`src/rtl/data_arb_pkg.sv`:
```
// Shared types for the two-requester data bus arbiter: requester IDs,
// arbitration states and the default outstanding-transaction depth.
package data_arb_pkg;
  typedef enum logic {REQ_CORE = 1'b0, REQ_SB = 1'b1} req_id_t;
  typedef enum logic {ARB = 1'b0, HOLD = 1'b1} arb_state_t;
  localparam int MAX_OUTSTANDING_DEFAULT = 2;
endpackage

```
`src/rtl/data_arb_id_fifo.sv`:
```
// In-order FIFO of requester IDs for granted-but-unanswered transactions.
// Pointers wrap modulo DEPTH so non-power-of-two depths work.
module data_arb_id_fifo
  import data_arb_pkg::*;
#(
  parameter int DEPTH = MAX_OUTSTANDING_DEFAULT
) (
  input  logic    clk,
  input  logic    rst,
  input  logic    push,
  input  logic    pop,
  input  req_id_t id_in,
  output req_id_t id_out,
  output logic    full,
  output logic    empty
);
  localparam int PW = (DEPTH > 1) ? $clog2(DEPTH) : 1;
  localparam int CW = $clog2(DEPTH + 1);
  localparam logic [PW-1:0] LAST = PW'(DEPTH - 1);

  req_id_t       mem [DEPTH];
  logic [PW-1:0] wr_ptr, rd_ptr;
  logic [CW-1:0] count;
  logic          do_push, do_pop;

  function automatic logic [PW-1:0] bump(input logic [PW-1:0] p);
    return (p == LAST) ? '0 : p + 1'b1;
  endfunction

  assign do_push = push && !full;
  assign do_pop  = pop && !empty;
  assign full    = (count == CW'(DEPTH));
  assign empty   = (count == '0);
  assign id_out  = mem[rd_ptr];

  always_ff @(posedge clk) begin
    if (do_push) mem[wr_ptr] <= id_in;
  end

  always_ff @(posedge clk) begin
    if (rst) begin
      wr_ptr <= '0;
      rd_ptr <= '0;
      count  <= '0;
    end else begin
      if (do_push) wr_ptr <= bump(wr_ptr);
      if (do_pop)  rd_ptr <= bump(rd_ptr);
      case ({do_push, do_pop})
        2'b10:   count <= count + 1'b1;
        2'b01:   count <= count - 1'b1;
        default: count <= count;
      endcase
    end
  end
endmodule

```
`src/rtl/data_bus_arbiter.sv`:
```
// Round-robin arbiter sharing one memory port between the core (m0) and the
// debug system-bus requester (m1); responses are routed back in grant order.
module data_bus_arbiter
  import data_arb_pkg::*;
#(
  parameter int ADDR_WIDTH      = 32,
  parameter int DATA_WIDTH      = 32,
  parameter int MAX_OUTSTANDING = MAX_OUTSTANDING_DEFAULT
) (
  input  logic                    clk_i,
  input  logic                    rst_i,
  input  logic                    m0_req_i,
  input  logic                    m0_we_i,
  input  logic [DATA_WIDTH/8-1:0] m0_be_i,
  input  logic [ADDR_WIDTH-1:0]   m0_addr_i,
  input  logic [DATA_WIDTH-1:0]   m0_wdata_i,
  output logic                    m0_gnt_o,
  output logic                    m0_rvalid_o,
  output logic [DATA_WIDTH-1:0]   m0_rdata_o,
  input  logic                    m1_req_i,
  input  logic                    m1_we_i,
  input  logic [DATA_WIDTH/8-1:0] m1_be_i,
  input  logic [ADDR_WIDTH-1:0]   m1_addr_i,
  input  logic [DATA_WIDTH-1:0]   m1_wdata_i,
  output logic                    m1_gnt_o,
  output logic                    m1_rvalid_o,
  output logic [DATA_WIDTH-1:0]   m1_rdata_o,
  output logic                    s_req_o,
  output logic                    s_we_o,
  output logic [DATA_WIDTH/8-1:0] s_be_o,
  output logic [ADDR_WIDTH-1:0]   s_addr_o,
  output logic [DATA_WIDTH-1:0]   s_wdata_o,
  input  logic                    s_gnt_i,
  input  logic                    s_rvalid_i,
  input  logic [DATA_WIDTH-1:0]   s_rdata_i,
  output logic                    err_o
);
  arb_state_t state;
  req_id_t    sel, held, last, head;
  logic       sel_req, hs, full, empty, pop;

  // In HOLD the selection is frozen so the slave sees a stable request.
  always_comb begin
    sel = REQ_CORE;
    if (state == HOLD)             sel = held;
    else if (m0_req_i && m1_req_i) sel = (last == REQ_CORE) ? REQ_SB : REQ_CORE;
    else if (m1_req_i)             sel = REQ_SB;
  end

  always_comb begin
    sel_req   = m0_req_i;
    s_we_o    = m0_we_i;
    s_be_o    = m0_be_i;
    s_addr_o  = m0_addr_i;
    s_wdata_o = m0_wdata_i;
    if (sel == REQ_SB) begin
      sel_req   = m1_req_i;
      s_we_o    = m1_we_i;
      s_be_o    = m1_be_i;
      s_addr_o  = m1_addr_i;
      s_wdata_o = m1_wdata_i;
    end
  end

  // A full ID FIFO blocks new requests even if a response frees a slot now.
  assign s_req_o  = !rst_i && !full && sel_req;
  assign hs       = s_req_o && s_gnt_i;
  assign m0_gnt_o = hs && (sel == REQ_CORE);
  assign m1_gnt_o = hs && (sel == REQ_SB);

  assign pop         = !rst_i && s_rvalid_i && !empty;
  assign m0_rvalid_o = pop && (head == REQ_CORE);
  assign m1_rvalid_o = pop && (head == REQ_SB);
  assign m0_rdata_o  = s_rdata_i;
  assign m1_rdata_o  = s_rdata_i;

  always_ff @(posedge clk_i) begin
    if (rst_i) begin
      state <= ARB;
      held  <= REQ_CORE;
      last  <= REQ_SB;
      err_o <= 1'b0;
    end else begin
      if (s_rvalid_i && empty) err_o <= 1'b1;
      if (hs) last <= sel;
      case (state)
        ARB: if (s_req_o && !s_gnt_i) begin
          state <= HOLD;
          held  <= sel;
        end
        HOLD: if (!sel_req) begin
          err_o <= 1'b1;
          state <= ARB;
        end else if (hs) begin
          state <= ARB;
        end
        default: state <= ARB;
      endcase
    end
  end

  data_arb_id_fifo #(.DEPTH(MAX_OUTSTANDING)) u_id_fifo (
    .clk    (clk_i),
    .rst    (rst_i),
    .push   (hs),
    .pop    (pop),
    .id_in  (sel),
    .id_out (head),
    .full   (full),
    .empty  (empty)
  );
endmodule

```
`config.mk`:
```
export PLATFORM = sky130hd
export DESIGN_NAME = data_bus_arbiter
export DESIGN_NICKNAME = d
export VERILOG_FILES = /design/src/rtl/data_arb_pkg.sv /design/src/rtl/data_arb_id_fifo.sv /design/src/rtl/data_bus_arbiter.sv
export SDC_FILE = /design/constraint.sdc
export NUM_CORES = 1
export LEC_CHECK = 0
export CAP_MARGIN = 0
export CORE_AREA = 3 3 121 123
export DETAILED_ROUTE_END_ITERATION = 12
export DIE_AREA = 0 0 124 126
export MAX_ROUTING_LAYER = met4
export SLEW_MARGIN = 5
export SYNTH_ARGS = -nofsm -noshare
export SYNTH_HDL_FRONTEND = slang
export SYNTH_HIERARCHICAL = 1
export SYNTH_SLANG_ARGS = --single-unit
```
`constraint.sdc`:
```
create_clock -name clk_i -period 3.7 [get_ports clk_i]
set_input_delay 0.37 -clock clk_i [delete_from_list [all_inputs] [get_ports clk_i]]
set_output_delay 0.37 -clock clk_i [all_outputs]
set_load 0.02 [all_outputs]
```
# Yosys cells after proc, flatten, opt, wreduce, memory -nomap -nowiden
# Memories as Yosys holds them, arrays and structs flattened. A register that Yosys moved wholly into a read port is not among the register bits.
# Index checks and enable logic that the tools add are counted.
dict set report op_classes {
  n_addsub 4
  n_eq_ne 3
  n_mux 23
  bitwise 3
  reduce_logical 21
}
# operator count
set ops {}
lappend ops {{2-to-1 mux 32 bit} 2}
lappend ops {{2-to-1 mux 1 bit} 18}
lappend ops {{logical AND 1 bit} 14}
lappend ops {{equality test 2 bit, second input constant} 2}
lappend ops {{logical NOT 1 bit} 4}
lappend ops {{2-to-1 mux 4 bit} 1}
lappend ops {{case mux 2 bit (2 select lines)} 1}
lappend ops {{inverter 1 bit} 3}
lappend ops {{adder 1 bit, second input constant} 2}
lappend ops {{adder 2 x 1 -> 2 bit, second input constant} 1}
lappend ops {{equality test 2 x 1 -> 1 bit, second input constant} 1}
lappend ops {{logical NOT 2 bit} 1}
lappend ops {{case mux 1 bit (2 select lines)} 1}
lappend ops {{AND reduction 2 bit} 1}
lappend ops {{nonzero test 2 bit} 1}
lappend ops {{subtractor 2 x 1 -> 2 bit, second input constant} 1}
dict set report totals {
  register_bits 8
  ram_bits 2
  in_bits 176
  mem_count 1
}
# memory depth width read_ports rd_clocked_by_memory_dff write_ports line
set mem_list {}
lappend mem_list {u_id_fifo.mem 2 1 1 1 1 data_arb_id_fifo.sv:21} ;# req_id_t mem [DEPTH];

# Depth between registers and ports, before layout
dict set report depth {
  depth_word 9
  ltp_mapped 9
}

# By module
# The synthesis kept the hierarchy.
# module instances cells_per_inst area_each_um2 seq_area_each_um2
set modules_own_cells {}
lappend modules_own_cells {data_bus_arbiter 1 173 1606.5 80.1}
lappend modules_own_cells {data_arb_id_fifo 1 29 295.3 160.2}

# Worst setup path after synthesis
# OpenSTA, ideal clock, no wires.
dict set report synth_timing {
  path_kind {flip-flop to flip-flop}
  startpoint {register state}
  endpoint {register u_id_fifo.count[1]}
  setup_ns 0.070
  t_arrival_ns 1.899
  required_time_ns 3.630
  slack_ns 1.731
  path_stages_with_launch 8
  path_buffers 0
  synth_period_minus_slack_ns 1.969
  cell_sequence {dfxtp_1 -> or3b_1 -> o211ai_1 -> nor2_1 -> nand2_1 -> ha_1 -> or3_1 -> a21oi_1}
}
dict set report synth_between {
  elab_chain_len 7
  elab_cells_between_ends 9
  cone_classes {2 x eq/ne; 3 x mux; 4 x reduce/logical}
}
# element line
set synth_lines {}
lappend synth_lines {{from (decl)} data_bus_arbiter.sv:38} ;# arb_state_t state;
lappend synth_lines {{from (signal assigned)} data_bus_arbiter.sv:79} ;# state <= ARB;
lappend synth_lines {{from (signal assigned)} data_bus_arbiter.sv:88} ;# state <= HOLD;
lappend synth_lines {{from (signal assigned)} data_bus_arbiter.sv:93} ;# state <= ARB;
lappend synth_lines {{2-to-1 mux 1 bit (*)} data_bus_arbiter.sv:45} ;# if (state == HOLD) sel = held;
lappend synth_lines {{2-to-1 mux 1 bit (*)} data_bus_arbiter.sv:56} ;# if (sel == REQ_SB) begin
lappend synth_lines {{logical AND 1 bit (*)} data_bus_arbiter.sv:66} ;# assign s_req_o = !rst_i && !full && sel_req;
lappend synth_lines {{logical AND 1 bit (*)} data_bus_arbiter.sv:67} ;# assign hs = s_req_o && s_gnt_i;
lappend synth_lines {{via hs} data_bus_arbiter.sv:40} ;# logic sel_req, hs, full, empty, pop;
lappend synth_lines {{logical AND 1 bit (*)} data_arb_id_fifo.sv:30} ;# assign do_push = push && !full;
lappend synth_lines {{equality test 2 x 1 -> 1 bit or equality test 2 bit (tied branches)} data_arb_id_fifo.sv:48} ;# case ({do_push, do_pop})
lappend synth_lines {{case mux 2 bit (2 select lines) or nonzero test 2 bit (tied branches)} --}
lappend synth_lines {{to (signal assigned)} data_arb_id_fifo.sv:49} ;# 2'b10: count <= count + 1'b1;
lappend synth_lines {{to (signal assigned)} data_arb_id_fifo.sv:50} ;# 2'b01: count <= count - 1'b1;
lappend synth_lines {{to (signal assigned)} data_arb_id_fifo.sv:51} ;# default: count <= count;
lappend synth_lines {{to (decl)} data_arb_id_fifo.sv:23} ;# logic [CW-1:0] count;
# The timed path passes the listed nets; every way through them passes the cells marked *.
# A chain may end at the register's enable or synchronous reset.

# Worst setup path in the final report
dict set report layout_timing {
  startpoint {input m1_req_i}
  endpoint {output s_wdata_o[27]}
}
dict set report layout_between {
  elab_chain_len 4
  elab_cells_between_ends 5
  cone_classes {4 x mux; 1 x reduce/logical}
}
# element line
set layout_lines {}
lappend layout_lines {{from (decl)} data_bus_arbiter.sv:20} ;# input logic m1_req_i,
lappend layout_lines {{2-to-1 mux 1 bit or logical AND 1 bit (tied branches)} {data_bus_arbiter.sv:47, data_bus_arbiter.sv:46}}
lappend layout_lines {{2-to-1 mux 1 bit (*)} data_bus_arbiter.sv:46} ;# else if (m0_req_i && m1_req_i) sel = (last == REQ_CORE) ? REQ_SB : REQ_CORE;
lappend layout_lines {{2-to-1 mux 1 bit (*)} data_bus_arbiter.sv:45}
lappend layout_lines {{2-to-1 mux 32 bit (*)} data_bus_arbiter.sv:56}
lappend layout_lines {{to (decl)} data_bus_arbiter.sv:32} ;# output logic [DATA_WIDTH-1:0] s_wdata_o,
# Every way passes the cells marked *; elsewhere a longest branch is shown, timed or not.

==> flow_metrics.tcl <==
set metrics [dict create \
    relSlewSlack 0.652 \
    synth.distinct_cells 35 \
    dp_hpwl_mm 7.10 \
    status "completed" \
    worst_pin_slew_ns 0.522 \
    skew_ns 0.00194 \
    maxCapViolCount 0 \
    synth_area_leaders "mux2_2 41%, buf_4 26%, dfxtp_1 9.5%" \
    die_area_sq_um 15600 \
    p_sw_frac 0.313 \
    yosysSeqAreaShare 0.126 \
    nets 533 \
    yosys_warnings 6 \
    seq_area_sq_um 240 \
    chipWidth_um 124 \
    crit_path_end_kind "primary output" \
    clock-sinks 11 \
    grt_pass1_vias 2095 \
    final_area_sq_um 3850 \
    numPlacedInstances 531 \
    clkPwrFrac 0.214 \
    syn_to_final_growth_pct 103 \
    cp_max_fo 42 \
    port_buffers 218 \
    clk_latency_ns 0.23 \
    irDropWorstVdd_mv 0.157 \
    place.gp.congestion 0.834 \
    postLayoutSetupSlackWorst_ns 0.696 \
    setup_viol 0 \
    synth_area_sq_um 1900 \
    p_switching_uw 284 \
    syn_area_per_cell_sq_um 9.41 \
    start_util 0.138 \
    p_comb_frac 0.635 \
    grt_max_degree 43 \
    drc 0 \
    cts_max_level 1 \
    min_period_ns 3.00 \
    drive_gt1_frac 0.231 \
    hold_class "flip-flop to flip-flop" \
    rr_worst_depth 7 \
    avgRoutedWirePerCell_um 15.4 \
    synth_top_area_cell "mux2_2" \
    start_kind "input pin" \
    r2r_start "state" \
    firstDrtPassIters 4 \
    finalMaxSlewViolations 0 \
    finalCritPeriodShare 0.812 \
    synth_top_area_frac 0.414 \
    crit_type "input pin to primary output" \
    drt_iter0_markers 70 \
    cp.arrival_ns 2.63 \
    synth-async-reset-ratio 0 \
    synth_edf_count 2 \
    ys_ff_latch 11 \
    n_fill_cell 1468 \
    grt_usage 0.0990 \
    cts_buffer_depth 2 \
    core_sq_um 13800 \
    cts_tree "built" \
    antenna_found_initial 0 \
    stdcell_count 535 \
    antennaDiodeCount 0 \
    final.setup.tns_ns 0 \
    io_pins 315 \
    finalWirelength_mm 8.23 \
    worst-endpoint-required_ns 3.33 \
    place_ws_ns 0.652 \
    hold_buffers 0 \
    internal_power_uw 624 \
    synth_ff_type "dfxtp_1" \
    rows 43 \
    multi_input_area_sq_um 1090 \
    placed_cell_area_sq_um 3780 \
    post_cts_buffers 0 \
    overflow 0 \
    max_freq_mhz 333 \
    pwr-share-seq 0.151 \
    numCtsBuffers 3 \
    die_h_um 126 \
    path_clk_slew_ns 0.04 \
    cts_root_buf "clkbuf_16" \
    rsz0062_at_grt "false" \
    synth_nets 379 \
    ctsResizeCount 0 \
    vias_per_cell 3.70 \
    ant_nets 0 \
    cellPowerDensity_nw_per_um2 236 \
    via_count 1978 \
    worstSetupStartpoint "m1_req_i" \
    synth_cells 202 \
    hp-start "err_o" \
    grt_pass1_wl_mm 11.7 \
    leakage_uw 0.00142 \
    hold_viol 0 \
    hold_path_depth 2 \
]
flip-flops by register name, summed over array words and instances (netlist names), named ones only:
signal	count
err_o	1
u_id_fifo/mem	2
last	1
u_id_fifo/wr_ptr	1
state	1
u_id_fifo/rd_ptr	1
held	1
u_id_fifo/count	2
power groups by stage:
stage               registers, uW  logic (uW)  clock network [uW]
finish                        137         577                 194
global route                  138         609                 205
CTS                           137         583                 200
detailed placement            139         579                   0
global placement              139         577                   0
floorplan                     139         361                   0
critical path, cell delays in order:
cell and delay (ns):
clkdlybuf4s50_1 0.46, nor2b_2 0.19, a22oi_4 0.13, buf_4 0.45
mux2_2 0.42, clkdlybuf4s50_1 0.56
cells in the mapped netlist, types with 2 or more instances:
master     n
a21oi_1    3
buf_4     67
buf_6      4
dfxtp_1    9
edfxtp_1   2
inv_1      3
inv_2      2
mux2_2    70
nand2_1    2
nor2_1     7
nor2b_1    2
nor3_1     4
o21ai_0    2
or2_2      2
or3_1      2
xnor2_1    2
stage by stage:
stage	power, uW	hold slack, ns	utilization
2_1_floorplan	500	0.439	-
3_3_place_gp	716	0.467	0.274
3_5_place_dp	719	0.483	0.274
4_1_cts	920	0.493	0.280
5_1_grt	952	0.522	0.280
6_report	908	0.488	0.280
logic make-up (layout without fill, tap and decap cells):
family | after synthesis | in the layout | synth area share
flops | 11 | 11 | 0.126
xor+xnor | 3 | 3 | 0.0138
buf+inv | 76 | 229 | 0.298
compound gates | 13 | 13 | 0.0559
mux | 71 | 71 | 0.420
simple gates | 27 | 27 | 0.0796
fa+ha+maj | 1 | 1 | 0.00658
path summary, 6_finish.rpt:
check | endpoint | slack (ns)
max | s_wdata_o[27] | 0.70
max reg2reg | u_id_fifo/count[1] | 1.51
min | err_o | 0.49
min reg2reg | err_o | 0.49
layer usage:
layer | track usage | vias up | part of all wire
met4 | 0.0348 | 0 | 0.035
met3 | 0.0233 | 27 | 0.099
met1 | 0.113 | 871 | 0.36
met5 | - | - | 0
li1 | - | 948 | -
met2 | 0.168 | 132 | 0.51
cell type report:
type	count	share of cell area
timing repair buffer	220	0.570
multi-input combinational	115	0.284
sequential	11	0.0623
tap	180	0.0584
clock buffer	4	0.0204
inverter	5	0.00487
cells in the final DEF (no fill, tap or decap), drive strengths merged, types with 2 or more instances in the layout:
cell / netlist / layout
inv: 5 / 5
nor2: 7 / 7
clkdlybuf4s50: 0 / 218
edfxtp: 2 / 2
or3: 2 / 2
nand2b: 2 / 2
a21oi: 3 / 3
mux2: 70 / 70
xnor2: 2 / 2
dfxtp: 9 / 9
buf: 71 / 2
nor2b: 3 / 3
or2: 2 / 2
nor3: 4 / 4
clkbuf: 0 / 4
nand2: 2 / 2
o21ai: 2 / 2
Note: power is estimated with default switching activity, not from simulation.
